==> config.mk <==
export PLATFORM = sky130hd
export DESIGN_NAME = rx_latency_meter
export DESIGN_NICKNAME = d
export VERILOG_FILES = /design/src/rtl/rx_latency_meter.sv
export SDC_FILE = /design/constraint.sdc
export NUM_CORES = 1
export LEC_CHECK = 0
export ABC_AREA = 1
export CORE_ASPECT_RATIO = 0.9
export CORE_MARGIN = 2
export CORE_UTILIZATION = 55
export CTS_CLUSTER_SIZE = 20
export DETAILED_ROUTE_END_ITERATION = 8
export PLACE_DENSITY = 0.76
export RECOVER_POWER = 50
export SLEW_MARGIN = 20
export SYNTH_ARGS = -nofsm -noshare
export SYNTH_HDL_FRONTEND = slang
export SYNTH_SLANG_ARGS = --single-unit
==> constraint.sdc <==
create_clock -name clk -period 3.5 [get_ports clk]
set_clock_uncertainty 0.2 [all_clocks]
set_input_delay 0.7 -clock clk [delete_from_list [all_inputs] [get_ports clk]]
set_output_delay 0.7 -clock clk [all_outputs]
set_load 0.05 [all_outputs]
==> src/rtl/rx_latency_meter.sv <==
// rx_latency_meter: per-frame RX latency measurement with running min/max/sum/count statistics
module rx_latency_meter #(
  parameter int TS_DWIDTH      = 64,
  parameter int TS_WORD_OFFSET = 1,
  parameter int SUM_DWIDTH     = 80,
  parameter int CNT_DWIDTH     = 32
) (
  input  logic                  clk,
  input  logic                  reset_n,
  input  logic [TS_DWIDTH-1:0]  counter_val,
  input  logic                  rx_valid,
  input  logic                  rx_sof,
  input  logic                  rx_eof,
  input  logic [TS_DWIDTH-1:0]  rx_data,
  input  logic                  stats_clear,
  output logic                  latency_valid,
  output logic [TS_DWIDTH-1:0]  latency,
  output logic [TS_DWIDTH-1:0]  lat_min,
  output logic [TS_DWIDTH-1:0]  lat_max,
  output logic [SUM_DWIDTH-1:0] lat_sum,
  output logic [CNT_DWIDTH-1:0] frame_cnt,
  output logic [CNT_DWIDTH-1:0] short_cnt
);
  localparam int IW = $clog2(TS_WORD_OFFSET + 1) + 1;
  typedef enum logic [1:0] {IDLE, WAIT_TS, WAIT_EOF} state_t;
  state_t               state;
  logic [TS_DWIDTH-1:0] arr_ts;
  logic [IW-1:0]        word_idx;
  logic                 sof, eof, ts_hit, fire;
  logic [TS_DWIDTH-1:0] lat_new;
  logic [1:0]           short_inc;
  logic [SUM_DWIDTH:0]  sum_ext;
  logic [CNT_DWIDTH:0]  short_ext;
  // frame decode: TS word detection, latency subtraction and short-frame events
  always_comb begin
    sof       = rx_valid & rx_sof;
    eof       = rx_valid & rx_eof;
    ts_hit    = rx_valid & !rx_sof & (state == WAIT_TS) & (word_idx == IW'(TS_WORD_OFFSET));
    fire      = (TS_WORD_OFFSET == 0) ? sof : ts_hit;
    lat_new   = ((TS_WORD_OFFSET == 0) ? counter_val : arr_ts) - rx_data;
    short_inc = {1'b0, (TS_WORD_OFFSET != 0) & sof & (state == WAIT_TS)}
              + {1'b0, (TS_WORD_OFFSET != 0) & eof & (sof | ((state == WAIT_TS) & !ts_hit))};
    sum_ext   = {1'b0, lat_sum} + {{(SUM_DWIDTH + 1 - TS_DWIDTH){1'b0}}, latency};
    short_ext = {1'b0, short_cnt} + {{(CNT_DWIDTH - 1){1'b0}}, short_inc};
  end
  // frame tracking FSM: a new SOF always restarts, abandoning any frame in progress
  always_ff @(posedge clk or negedge reset_n) begin
    if (!reset_n) begin
      state    <= IDLE;
      arr_ts   <= '0;
      word_idx <= '0;
    end else if (sof) begin
      arr_ts   <= counter_val;
      word_idx <= IW'(1);
      state    <= eof ? IDLE : (TS_WORD_OFFSET == 0) ? WAIT_EOF : WAIT_TS;
    end else if (rx_valid) begin
      if (state == WAIT_TS) begin
        word_idx <= word_idx + IW'(1);
        state    <= eof ? IDLE : ts_hit ? WAIT_EOF : WAIT_TS;
      end else if (state == WAIT_EOF && eof) begin
        state <= IDLE;
      end
    end
  end
  // latency sample register, presented one cycle after the TS word
  always_ff @(posedge clk or negedge reset_n) begin
    if (!reset_n) begin
      latency_valid <= 1'b0;
      latency       <= '0;
    end else begin
      latency_valid <= fire;
      if (fire) latency <= lat_new;
    end
  end
  // statistics: fold in each sample one cycle after presentation; clear wins over updates
  always_ff @(posedge clk or negedge reset_n) begin
    if (!reset_n) begin
      lat_min   <= '1;
      lat_max   <= '0;
      lat_sum   <= '0;
      frame_cnt <= '0;
      short_cnt <= '0;
    end else if (stats_clear) begin
      lat_min   <= '1;
      lat_max   <= '0;
      lat_sum   <= '0;
      frame_cnt <= '0;
      short_cnt <= '0;
    end else begin
      if (latency_valid) begin
        lat_min   <= (latency < lat_min) ? latency : lat_min;
        lat_max   <= (latency > lat_max) ? latency : lat_max;
        lat_sum   <= sum_ext[SUM_DWIDTH] ? '1 : sum_ext[SUM_DWIDTH-1:0];
        frame_cnt <= (&frame_cnt) ? frame_cnt : frame_cnt + CNT_DWIDTH'(1);
      end
      short_cnt <= short_ext[CNT_DWIDTH] ? '1 : short_ext[CNT_DWIDTH-1:0];
    end
  end
endmodule

==> run_results.csv <==
group,metric,value,unit
clock_tree,post-cts-setup-buffers,0,
pwr,irDropWorstVdd,756,uV
clock_tree,cts_buffers,46,
timing,fin_crit,3340,ps
timing,hold_viol_final,0,
drt,routed_wl,130,mm
synthesis,ys_types,45,
placed_design,dpl_cell_area,39300,um2
drt,route.detailed.drc,0,
pwr,power_density,592,nW/um2
die,row_count,85,
die,die_w,262,um
synthesis,synth-edff-count,0,
critical_path,cp_cell_sequence,"ha_1 -> nand2_1 -> nor2_1 -> inv_1 -> nor3_1 -> nand2_1 -> nand2_1 -> nand2_1 -> nand2_1 -> nand2_1 -> nand3_1 -> nand3_1 -> nand2_1 -> nand2_1",
pwr,intPower,12.5,mW
layout,postLayoutCellArea,40800,um2
drt,via_per_inst,5.61,
clock_tree,cts_tree,"yes",
timing,setup_viol,0,
timing,period_share,95.6,%
layout,nets,6092,
die,core,59700,um2
clock_tree,ctsResizeCount,0,
clock_tree,htree_num_levels,2,
synthesis,yosysSeqAreaShare,30.9,%
pwr,swShare,48.1,%
layout,drive_gt1_share,6.71,%
timing,hold_ws,285,ps
timing,rsz0062_at_grt,"no",
critical_path,critPathKind,"register to register",
synthesis,synth_nets,5573,
critical_path,crit_required,3790,ps
drt,drtIter0Drc,4417,
die,die_area,62100,um2
layout,final_cell_mix,"nand2_1 (1879), inv_1 (851), nor2_1 (406)",
drt,wl_per_cell,19.9,um
die,die_h,237,um
drt,dr.pass1.iters,8,
clock_tree,cts_root_buffer,"clkbuf_16",
synthesis,async_flop_share,100,%
grt,overflow,0,
grt,track_usage,41.2,%
clock_tree,clk_pin_slew_worst_paths,60,ps
flow_run,cap_viol_max_count,2,
critical_path,critPathCaptureType,"register",
clock_tree,clock_latency,620,ps
layout,utilization,68.4,%
pwr,p_seq_share,29.1,%
grt,grt_max_degree,94,
min_path,hold_class,"register to register",
clock_tree,cts_max_path_buffers,3,
pwr,power_frac_comb,49.7,%
critical_path,slowest_stage,"dfrtp_1",
timing,worstMarginPinSlew,2230,ps
synthesis,syn_avg_cell_area,6.38,um2
layout,num_antenna_cells,0,
layout,fill_cells,5385,
synthesis,ys_ff_latch,405,
placed_design,dpl.hpwl,104,mm
timing,slew_headroom,-48.5,%
outcome,violations,"max-capacitance violations, max-slew violations",
synthesis,synth_ff_type,"dfrtp_1",
layout,final_common_cell,"nand2_1",
critical_path,startpoint_type,"register",
grt,grt_pass1_vias,34048,
timing,clock.fmax,299,MHz
synthesis,syn_inst,5179,
critical_path,cp.arrival,3630,ps
drt,vias,36562,
grt,antenna_found_initial,0,
synthesis,yosys_warnings,0,
die,initial_utilization,55.4,%
die,ioPinCount,471,
critical_path,crit_path_frequent_cell,"nand2_1",
pwr,pwr-share-clk,21.2,%
grt,grt_pass1_wl,200,mm
outcome,status,"finished with violations",
drt,antenna_left,0,
synthesis,synth_area,33000,um2
critical_path,worstPathMaxFanout,4,
critical_path,max_stage_delay,550,ps
placed_design,place_congestion,1.05,
layout,area_growth,23.6,%
pwr,p_leak,22.0,nW
placed_design,numPortBuffers,470,
clock_tree,cts_hold_buf,1,
clock_tree,clock-sinks,405,
timing,drv_slew,154,
pwr,switchingPower,11.6,mW
-- worst paths after layout --
path	start	to	slack, ps	cells after the start
min in group asynchronous	reset_n	frame_cnt[28]$_DFFE_PN0P_	1060	2
max reg2reg	latency[11]$_DFFE_PN0P_	lat_sum[54]$_DFFE_PN0P_	160	14
max	latency[11]$_DFFE_PN0P_	lat_sum[54]$_DFFE_PN0P_	160	14
max in group asynchronous	reset_n	lat_sum[22]$_DFFE_PN0P_	390	3
min	arr_ts[33]$_DFFE_PN0P_	arr_ts[33]$_DFFE_PN0P_	280	2
min reg2reg	arr_ts[33]$_DFFE_PN0P_	arr_ts[33]$_DFFE_PN0P_	280	2
-- flip-flops by register name, indices dropped and copies added (netlist names) --
name and flops:
arr_ts 64, frame_cnt 32, lat_max 64, lat_min 64, lat_sum 80, latency 64, latency_valid 1, short_cnt 32
state 2, word_idx 2
-- cells by family (layout without fill, tap and decap cells) --
kind of cell | after synthesis | after routing | share of synthesized area [%]
fa+ha+maj | 260 | 260 | 9.91
buf+inv | 981 | 1537 | 11.4
simple gates | 2947 | 2947 | 37.4
xor+xnor | 95 | 95 | 2.52
flops | 405 | 405 | 30.9
compound gates | 491 | 491 | 7.84
-- worst max-delay path: cells and delay by family, from the launching register on --
kind | cells | cell delay (ps)
adder cells (fa/ha/maj) | 1 | 440
buffers and inverters | 1 | 120
flip-flops | 1 | 550
AND/OR/NAND/NOR | 12 | 1900
-- synth_stat cells (all sizes together) (5+ instances only) --
cell | count | area share, %
nand2 | 1891 | 22
inv | 858 | 9.7
nor2 | 416 | 4.8
nand3 | 352 | 5.8
dfrtp | 341 | 26
ha | 257 | 9.7
a21oi | 226 | 3.4
o21ai | 207 | 3.1
nand4 | 113 | 2.2
nor3 | 72 | 1.1
clkbuf | 70 | 0.80
dfstp | 64 | 5.1
or2 | 62 | 1.2
xor2 | 61 | 1.6
buf | 53 | 0.86
xnor2 | 34 | 0.90
nor4 | 18 | 0.34
o21bai | 15 | 0.34
o31ai | 13 | 0.30
a31oi | 9 | 0.17
o21a | 9 | 0.20
nand3b | 8 | 0.18
and2 | 7 | 0.13
and3 | 5 | 0.095
-- power by group through the flow --
| stage | registers (mW) | clock network (mW) | logic (mW) |
|---|---|---|---|
| 2_1_floorplan | 8.64 | 0 | 5.35 |
| 3_3_place_gp | 7.00 | 0 | 11.5 |
| 3_5_place_dp | 7.00 | 0 | 11.7 |
| 4_1_cts | 6.94 | 5.15 | 11.8 |
| 5_1_grt | 7.02 | 5.33 | 13.0 |
| 6_report | 7.03 | 5.13 | 12.0 |
-- metrics by stage --
step / instances / TNS [ps] / setup WS [ps] / power (mW)
finish: 6518 / 0 / 156 / 24.2
global route: 6518 / 0 / 39.0 / 25.4
CTS: 6518 / 0 / 271 / 23.9
detailed placement: 6432 / -921 / -158 / 18.7
global placement: 6432 / 0 / 28.2 / 18.5
floorplan: 5179 / 0 / 320 / 14.0
-- metal layers --
layer,GRT usage (%),vias to the layer above,share of wire (%)
met5,0,-,0
met4,16.4,0,4.4
met3,7.18,283,11
met2,61.9,2110,42
met1,58.8,16907,43
li1,-,17262,-
-- layout make-up --
| type | instances | area [um2] | area share, % |
|---|---|---|---|
| clock buffer | 68 | 1350 | 3.31 |
| clock inverter | 17 | 214 | 0.524 |
| sequential | 405 | 10200 | 25.0 |
| inverter | 858 | 3230 | 7.90 |
| multi-input combinational | 3793 | 19100 | 46.8 |
| timing repair buffer | 594 | 5760 | 14.1 |
| tap | 783 | 980 | 2.40 |
Power figures use the tool's default switching activity.
